### src/rtl/text_render_ctrl_pkg.sv
// Shared definitions for the text overlay renderer.
// Contents: glyph cell geometry, the reserved blank code, the highest letter
// code, buffer address/code widths, FSM state encoding and a letter test.
package text_render_ctrl_pkg;

  localparam int GLYPH_W = 16;
  localparam int GLYPH_H = 16;
  localparam int ADDR_W  = 4;
  localparam int CODE_W  = 5;

  localparam logic [CODE_W-1:0] BLANK_CODE  = 5'd31;
  localparam logic [CODE_W-1:0] LAST_LETTER = 5'd25;

  typedef enum logic [1:0] {
    ST_IDLE  = 2'd0,
    ST_ARMED = 2'd1,
    ST_RUN   = 2'd2
  } state_e;

  // Codes above the last letter render as blank cells.
  function automatic logic is_letter(input logic [CODE_W-1:0] code);
    return code <= LAST_LETTER;
  endfunction

endpackage

### src/rtl/text_render_ctrl_text_buffer.sv
// Double-buffered character storage for the text line.
// The host writes into the shadow buffer at any time; the active buffer that
// feeds the renderer is only replaced at a frame boundary so a line never
// tears mid-frame.
// Ports:
//   sys_clk, sys_rst      clock, asynchronous active-high reset
//   frame_start           frame boundary pulse, the only point a copy happens
//   wr_en/wr_addr/wr_char shadow write port (addresses past NUM_CHARS ignored)
//   commit                request a shadow->active copy at the next boundary
//   rd_addr/rd_char       combinational read of the active buffer
//   commit_done           one-cycle pulse the cycle after a copy
module text_buffer
  import text_render_ctrl_pkg::*;
#(
  parameter int NUM_CHARS = 16
) (
  input  logic              sys_clk,
  input  logic              sys_rst,
  input  logic              frame_start,
  input  logic              wr_en,
  input  logic [ADDR_W-1:0] wr_addr,
  input  logic [CODE_W-1:0] wr_char,
  input  logic              commit,
  input  logic [ADDR_W-1:0] rd_addr,
  output logic [CODE_W-1:0] rd_char,
  output logic              commit_done
);

  // One bit wider than the address so NUM_CHARS == 2**ADDR_W still compares.
  localparam logic [ADDR_W:0] CELLS = (ADDR_W + 1)'(NUM_CHARS);

  logic [CODE_W-1:0] shadow_q [NUM_CHARS];
  logic [CODE_W-1:0] active_q [NUM_CHARS];
  logic              pending_q;
  logic              done_q;
  logic              copy_d;

  // A commit arriving on the boundary cycle itself is honoured immediately.
  assign copy_d = frame_start & (pending_q | commit);

  always_ff @(posedge sys_clk or posedge sys_rst) begin
    if (sys_rst) begin
      for (int i = 0; i < NUM_CHARS; i++) begin
        shadow_q[i] <= BLANK_CODE;
        active_q[i] <= BLANK_CODE;
      end
      pending_q <= 1'b0;
      done_q    <= 1'b0;
    end else begin
      if (wr_en && ({1'b0, wr_addr} < CELLS)) begin
        shadow_q[wr_addr] <= wr_char;
      end
      // Non-blocking copy reads the pre-write shadow, so a same-cycle write
      // lands only in shadow.
      if (copy_d) begin
        for (int i = 0; i < NUM_CHARS; i++) begin
          active_q[i] <= shadow_q[i];
        end
      end
      if (copy_d) begin
        pending_q <= 1'b0;
      end else if (commit) begin
        pending_q <= 1'b1;
      end
      done_q <= copy_d;
    end
  end

  always_comb begin
    rd_char = BLANK_CODE;
    if ({1'b0, rd_addr} < CELLS) begin
      rd_char = active_q[rd_addr];
    end
  end

  assign commit_done = done_q;

endmodule

### src/rtl/text_render_ctrl.sv
// Single-line text overlay controller.
// Maps the scan position onto a box of NUM_CHARS 16x16 glyph cells, looks up
// the character for the current cell, drives an external glyph ROM and turns
// its bit into a foreground pixel two cycles after the scan position.
// Ports:
//   sys_clk, sys_rst            pixel clock, asynchronous active-high reset
//   enable, frame_start         render request and frame boundary pulse
//   pix_x, pix_y                current scan position
//   wr_en, wr_addr, wr_char     character write into the shadow buffer
//   commit / commit_done        buffer swap request and its completion pulse
//   glyph_char/x/y, glyph_bit   external glyph lookup (bit is combinational)
//   text_pixel, text_on         foreground pixel and in-box flag
module text_render_ctrl
  import text_render_ctrl_pkg::*;
#(
  parameter logic [9:0] ORIGIN_X  = 10'd256,
  parameter logic [9:0] ORIGIN_Y  = 10'd232,
  parameter int         NUM_CHARS = 16
) (
  input  logic              sys_clk,
  input  logic              sys_rst,
  input  logic              enable,
  input  logic              frame_start,
  input  logic [9:0]        pix_x,
  input  logic [9:0]        pix_y,
  input  logic              wr_en,
  input  logic [ADDR_W-1:0] wr_addr,
  input  logic [CODE_W-1:0] wr_char,
  input  logic              commit,
  output logic [CODE_W-1:0] glyph_char,
  output logic [3:0]        glyph_x,
  output logic [3:0]        glyph_y,
  input  logic              glyph_bit,
  output logic              text_pixel,
  output logic              text_on,
  output logic              commit_done
);

  // Box limits in 11 bits so the right edge (up to 1023+256) cannot overflow.
  localparam logic [10:0] X0 = {1'b0, ORIGIN_X};
  localparam logic [10:0] Y0 = {1'b0, ORIGIN_Y};
  localparam logic [10:0] X1 = X0 + 11'(GLYPH_W * NUM_CHARS);
  localparam logic [10:0] Y1 = Y0 + 11'(GLYPH_H);

  state_e            state_q;
  logic [10:0]       px_d, py_d, dx_d, dy_d;
  logic              in_box_d;
  logic [CODE_W-1:0] cell_char_d;
  logic [CODE_W-1:0] glyph_char_q;
  logic [3:0]        glyph_x_q, glyph_y_q;
  logic              in_box_p1_q, run_p1_q;
  logic              text_pixel_q, text_on_q;

  text_buffer #(
    .NUM_CHARS (NUM_CHARS)
  ) u_buf (
    .sys_clk     (sys_clk),
    .sys_rst     (sys_rst),
    .frame_start (frame_start),
    .wr_en       (wr_en),
    .wr_addr     (wr_addr),
    .wr_char     (wr_char),
    .commit      (commit),
    .rd_addr     (dx_d[ADDR_W+3:4]),
    .rd_char     (cell_char_d),
    .commit_done (commit_done)
  );

  // Offsets may wrap when left/above the box; the explicit range test below
  // keeps a wrapped offset from ever counting as inside.
  assign px_d     = {1'b0, pix_x};
  assign py_d     = {1'b0, pix_y};
  assign dx_d     = px_d - X0;
  assign dy_d     = py_d - Y0;
  assign in_box_d = (px_d >= X0) && (px_d < X1) && (py_d >= Y0) && (py_d < Y1);

  always_ff @(posedge sys_clk or posedge sys_rst) begin
    if (sys_rst) begin
      state_q <= ST_IDLE;
    end else begin
      case (state_q)
        ST_IDLE:  if (enable) state_q <= ST_ARMED;
        ST_ARMED: begin
          if (!enable)          state_q <= ST_IDLE;
          else if (frame_start) state_q <= ST_RUN;
        end
        // Once running, a frame always completes; stopping waits for a boundary.
        ST_RUN:   if (frame_start && !enable) state_q <= ST_IDLE;
        default:  state_q <= ST_IDLE;
      endcase
    end
  end

  // Stage 1: glyph address and qualifiers
  always_ff @(posedge sys_clk or posedge sys_rst) begin
    if (sys_rst) begin
      glyph_char_q <= BLANK_CODE;
      glyph_x_q    <= 4'd0;
      glyph_y_q    <= 4'd0;
      in_box_p1_q  <= 1'b0;
      run_p1_q     <= 1'b0;
    end else begin
      glyph_char_q <= in_box_d ? cell_char_d : BLANK_CODE;
      glyph_x_q    <= dx_d[3:0];
      glyph_y_q    <= dy_d[3:0];
      in_box_p1_q  <= in_box_d;
      run_p1_q     <= (state_q == ST_RUN);
    end
  end

  // Stage 2: pixel from the external glyph bit
  always_ff @(posedge sys_clk or posedge sys_rst) begin
    if (sys_rst) begin
      text_pixel_q <= 1'b0;
      text_on_q    <= 1'b0;
    end else begin
      text_on_q    <= in_box_p1_q & run_p1_q;
      text_pixel_q <= glyph_bit & in_box_p1_q & run_p1_q & is_letter(glyph_char_q);
    end
  end

  assign glyph_char = glyph_char_q;
  assign glyph_x    = glyph_x_q;
  assign glyph_y    = glyph_y_q;
  assign text_pixel = text_pixel_q;
  assign text_on    = text_on_q;

endmodule

### config.mk
export PLATFORM = sky130hd
export DESIGN_NAME = text_render_ctrl
export DESIGN_NICKNAME = d
export VERILOG_FILES = /design/src/rtl/text_render_ctrl_pkg.sv /design/src/rtl/text_render_ctrl_text_buffer.sv /design/src/rtl/text_render_ctrl.sv
export SDC_FILE = /design/constraint.sdc
export NUM_CORES = 1
export LEC_CHECK = 0
export ABC_AREA = 1
export CORE_ASPECT_RATIO = 0.6
export CORE_UTILIZATION = 65
export CTS_BUF_LIST = sky130_fd_sc_hd__clkbuf_8
export DETAILED_ROUTE_END_ITERATION = 6
export PLACE_DENSITY = 0.83
export SETUP_SLACK_MARGIN = 0.15
export SLEW_MARGIN = 10
export SYNTH_ARGS = -nofsm -noshare
export SYNTH_HDL_FRONTEND = slang
export SYNTH_SLANG_ARGS = --single-unit
### constraint.sdc
create_clock -name sys_clk -period 13.5 [get_ports sys_clk]
set_clock_uncertainty 0.1 [all_clocks]
set_input_delay 1.35 -clock sys_clk [delete_from_list [all_inputs] [get_ports sys_clk]]
set_output_delay 1.35 -clock sys_clk [all_outputs]
set_load 0.02 [all_outputs]
# == Word level (Yosys, flattened, before mapping) ==
# Index checks and enable logic that the tools add are counted.
# totals
ff_bits,181
latchBits,0
mem_bits_rw,0
romBits,0
inputBits,36
n_memories,0
# classes
add_sub_neg,2
mul,0
n_div,0
magnitude_cmp,8
eq_ne,5
n_shift,0
muxes,14
n_bitwise,8
n_reduce_logical,9
# ops
cell,count
80-bit bitwise mux,1
5-bit binary-select mux with 4-bit select,1
5-bit demux with 4-bit select,1
5-bit two-way mux,4
"10-bit by 8-bit greater-or-equal comparator with 1-bit output, second input constant",1
"10-bit by 9-bit greater-or-equal comparator with 1-bit output, second input constant",1
"5-bit greater-or-equal comparator, second input constant",2
"10-bit less-than comparator, second input constant",1
"10-bit by 8-bit less-than comparator with 1-bit output, second input constant",1
4-bit NOT with 5-bit output,2
2-bit two-way mux,4
"8-bit by 1-bit subtractor with 8-bit output, second input constant",1
2-bit one-hot mux with 3 select lines,1
1-bit AND,5
"5-bit <= comparator, second input constant",1
1-bit logical AND,5
"5-bit by 1-bit less-than comparator with 1-bit output, second input constant",1
"2-bit != test, second input constant",2
"4-bit subtractor, second input constant",1
"3-bit != test, second input constant",1
3-bit AND reduction,1
"2-bit by 1-bit equality test with 1-bit output, second input constant",1
"2-bit equality test, second input constant",1
2-bit zero test,1
4 further kinds,5

# == Logic depth before layout (Yosys ltp) ==
# logic_depth
word_depth,6
mapped_depth,7
ltp_nobuf,6

# == By module ==
# From an unflattened synthesis, not the netlist that was laid out.
# hier_totals
cells_unflattened,880
hier_area_um2,7832.5
# by_module_without_submodules
mod,instances,cells_per_inst,area_per_inst_um2
text_buffer,1,818,7145.6
text_render_ctrl,1,62,686.9

# == Least setup slack after synthesis ==
# Ideal clock, no wire load.
# synth_timing
kind,input port to flip-flop
from,in pix_x[4]
to,reg glyph_char_q[2] (netlist: glyph_char[2])
setup_ps,97
t_arrival_ps,2040
required_ps,13303
slack_ps,11263
stages,7
cell_sequence,inv_1 > clkbuf_1 > nand2_1 > nand3_1 > nand3_1 > nand3_1 > nand3_1
# synth_via
elab_chain_len,6
word_cells_on_any_way,11
cone_classes,add/sub (1); order compare (2); mux (4); bitwise (1); reduce/logical (3)
# synth_rtl
item,line,source
start: declaration,text_render_ctrl.sv:24,"input logic [9:0] pix_x,"
8-bit by 1-bit subtractor with 8-bit output,text_render_ctrl.sv:73,assign dx_d = px_d - X0;
4-bit NOT with 5-bit output (not written as such),text_render_ctrl_text_buffer.sv:72,rd_char = active_q[rd_addr];
5-bit binary-select mux with 4-bit select,text_render_ctrl_text_buffer.sv:72,
5-bit two-way mux (not written as such) (2 in a row),text_render_ctrl_text_buffer.sv:72,
5-bit two-way mux (*),text_render_ctrl.sv:103,glyph_char_q <= in_box_d ? cell_char_d : BLANK_CODE;
end signal: assignment,text_render_ctrl.sv:103,
end: declaration,text_render_ctrl.sv:49,logic [CODE_W-1:0] glyph_char_q;
# Every way passes the cells marked *; elsewhere a longest branch is shown, timed or not. The select of a mux whose other input is x is not followed.
# A chain may end at the register's enable or synchronous reset.

# == Worst setup path after layout ==
# layout_timing
from,in pix_x[4]
to,reg glyph_char_q[1] (netlist: glyph_char[1])
# The elaborated chain is that of the path after synthesis.

==> results.md <==
- The run finished with clean final reports.
- 52 I/O pins were placed.
- The path class of the tightest hold or removal check is reg -> reg.
- After technology mapping, the gate count stands at 846.
- The peak supply drop is roughly 78 uV.
- After layout, the minimum clock period comes to ~3.5 ns.
- The number of I/O port buffers is 51.
- The number of antenna cells inserted is 0.
- For this configuration, the core starts out at a cell density of 0.676.
- Setup repair after global routing left no endpoint under its margin.
- The H-tree was split into 4 levels.
- Of the total power, combinational logic draws 0.164.
- The count of flip-flops with a built-in enable after synthesis is 0.
- The first detailed-routing pass took 7 iterations.
- In this run the tightest slew margin relative to its limit is 0.251.
- The portion of total power attributed to sequential cells is 0.583.
- The data arrival at the endpoint of the critical path is 3.75 ns.
- The number of remaining DRC errors is 0.
- For this run, the number of standard cells in the final layout without fillers is 1,059.
- On the critical path the largest part of the delay comes from buffers and inverters.
- The fmax is between 200 and 300 MHz.
- Of the total power, the share spent switching nets is 0.289.
- The average size of a mapped cell is 9.15 sq um.
- Detailed placement finished with a half-perimeter wire length of roughly 11 mm.
- The worst endpoint required time is 13.80 ns.
- CTS saw 181 sinks.
- The power density normalized to cell area is 153 nW/um^2.
- After synthesis, the share of flip-flops with an asynchronous set or reset is 1.00.
- The highest cell delay on the worst timing path is 0.66 ns.
- After synthesis the netlist holds a flip-flop and latch count of 181.
- The number of vias after detailed routing is 5,985.
- The clock edge transition at the registers on the reported setup and hold paths is 0.09 ns.
- Routability-driven placement finished with a final weighted congestion of 0.897.
- In the final routed layout, each cell accounts on average for 16.6 um.
- Counting stages on the worst path, the most repeated cell is nand3_1.
- The startpoint-to-endpoint class of the critical path is in -> reg.
- In this run the worst path has a maximum fanout of ~50.
- The CTS tree is done.
- The number of buffer and inverter instances along the worst setup path is 3.
- The leftover overflow at the end of global routing is 0.
- In this run, post-CTS hold repair placed 0 buffers.
- The final antenna-violating net count is 0.
- Clock tree synthesis inserted a total of 17 buffers.
- The largest net degree at the start of global routing is approximately 120.
- The share of the clock period used by the worst path is 0.256.
- The per-cell via count in the routed design is 5.65.
- The maximum number of buffers from clock root to sink is 2.
- The number of global-route vias before repair is 5,734.
- In the final layout, the share of cells above drive strength 1 is 0.249.
- The total instance count after detailed placement is roughly 1.0k.
- For this design the static power due to leakage is 3.68 nW.
- The post-CTS setup-driven buffer insertion count is 0.
- The number of max-capacitance violations reported is 0.
- The layout overhead on the synthesized area is 11.6%.
- The number of different library cells in the post-synthesis netlist is 26.
- The most used flip-flop cell after synthesis is dfstp_2.
- The mapped cell area is roughly 7700 sq um.
- After clock tree synthesis, the repair step resized 0 gates.
- The count of endpoints failing setup in the final report is 0.
- Of the total power, the clock network draws 0.253.
- The hold violation count in the final report is 0.
- The area of the die is 12,400 sq um.
- The first-pass GRT wire length is approximately 28 mm.
- The floorplan core area is roughly 11,000 sq um.
- The smallest hold slack is ~0.37 ns.
- The final total negative setup slack is 0 ns.
- For this run, the number of Yosys warnings is 0.
- Clock latency on the worst-skew pair, taken at its later pin, is 0.46 ns.
- The net count of the mapped netlist is 882.
- The floorplan has 30 rows.
- The critical path goes through clkdlybuf4s50_1, buf_4, inv_1, nand2_1, nand3_1, nand3_1, nand3_1, nand3_1.
- The die width is between 100 and 150 um.
- The total routed wirelength is approximately 18 mm.
- The internal power of the cells is 942 uW.
- For the pin with the worst max-slew slack, the measured transition is 1.12 ns.
- Among all stages on the critical path, the largest delay is contributed by inv_1.
- The number of antenna violations at the first check in global routing came to 0.
- The cell sitting at the root of the clock tree is a clkbuf_8.
- The worst setup path is captured at a flop.
- The number of violations reported at the end of detailed-routing iteration 0 is 788.
- The count of final max-slew check failures is 0.
- The total routing usage reported by global routing is 0.307.
- The switching power of the nets is 384 uW.
- The overall die height is 86.5 um.
- The sequential area share after synthesis is 0.612.
- STA classifies the critical path startpoint as a primary input.
- The net count reported at finish is 922.
-- metrics by stage --
| step | utilization | area [sq um] | power, mW | setup WS (ns) |
|---|---|---|---|---|
| floorplan | - | 7740 | 0.922 | 7.41 |
| global placement | 0.723 | 8280 | 0.974 | 9.72 |
| detailed placement | 0.723 | 8280 | 0.992 | 9.68 |
| CTS | 0.755 | 8640 | 1.32 | 10.13 |
| global route | 0.755 | 8640 | 1.39 | 9.92 |
| finish | 0.755 | 8640 | 1.33 | 10.05 |
-- final timing paths --
path | from | end | slack [ns] | cells after the start
worst max-delay path | pix_x[4] | glyph_char[1] | 10.05 | 8
worst min-delay path | in_box_p1_q | text_on | 0.37 | 2
worst max register to register | u_buf.pending_q | u_buf.active_q[19] | 11.19 | 7
worst min register to register | in_box_p1_q | text_on | 0.37 | 2
max in group asynchronous | sys_rst | glyph_y[1] | 10.55 | 3
min in group asynchronous | sys_rst | glyph_y[2] | 1.35 | 2
-- cell type report --
class | instances | area (sq um)
clock buffers | 20 | 275
clock inverters | 12 | 80.1
fillers | 827 | 2810
inverters | 96 | 365
multi-input cells | 534 | 2430
flip-flops and latches | 181 | 4740
well taps | 160 | 200
repair buffers | 56 | 548
-- state kept, by name, indices dropped and copies added (netlist names) --
name / count
text_pixel: 1
u_buf.active_q: 80
u_buf.commit_done: 1
run_p1_q: 1
u_buf.shadow_q: 80
glyph_y: 4
in_box_p1_q: 1
u_buf.pending_q: 1
state_q: 2
text_on: 1
glyph_char: 5
glyph_x: 4
-- tightest hold or removal path, stage by stage, from the launching register on --
cell,delay (ns)
dfrtp_1,0.34
nand2_1,0.04
inv_1,0.06
-- power groups by stage --
stage / Sequential (mW) / Combinational [mW] / Clock [mW]
floorplan: 0.765 / 0.157 / 0
global placement: 0.773 / 0.202 / 0
detailed placement: 0.779 / 0.214 / 0
CTS: 0.771 / 0.216 / 0.337
global route: 0.784 / 0.247 / 0.357
finish: 0.773 / 0.218 / 0.335
-- metal layers --
metal,GRT usage,vias up,share of wire
met5,0,-,0
met1,0.420,2923,0.43
met2,0.484,270,0.46
met3,0.0746,39,0.086
met4,0.109,0,0.023
li1,-,2753,-
-- cells in the mapped netlist, drive strengths merged (15+ instances only) --
| master | number | area, sq um |
|---|---|---|
| nor2 | 70 | 325 |
| dfrtp | 16 | 400 |
| buf | 20 | 158 |
| dfstp | 165 | 4340 |
| nand3 | 75 | 410 |
| clkbuf | 15 | 56.3 |
| a21oi | 42 | 221 |
| inv | 95 | 357 |
| nand2 | 225 | 850 |
| o21ai | 116 | 581 |
-- cell families after synthesis --
group,Yosys count,share of synthesized area
simple gates,374,0.209
flops,181,0.612
compound gates,159,0.104
buf+inv,131,0.0742
xor+xnor,1,0.00113
-- cell usage in the layout (no fill, tap or decap), types with 2 or more instances in the layout --
cell,Yosys,routed
clkdlybuf4s50_1,0,51
nor2_4,8,8
o21ai_0,110,110
clkbuf_8,0,20
a21oi_1,41,41
o21ai_1,6,6
nand2_2,2,2
dfstp_2,165,165
nor2_1,61,61
nand3_2,7,7
inv_2,2,2
inv_6,0,3
inv_1,93,94
dfrtp_1,16,16
clkinvlp_4,0,6
buf_4,3,5
clkinv_2,0,2
nand3_1,68,68
nand2_1,223,223
Power figures use the tool's default switching activity.
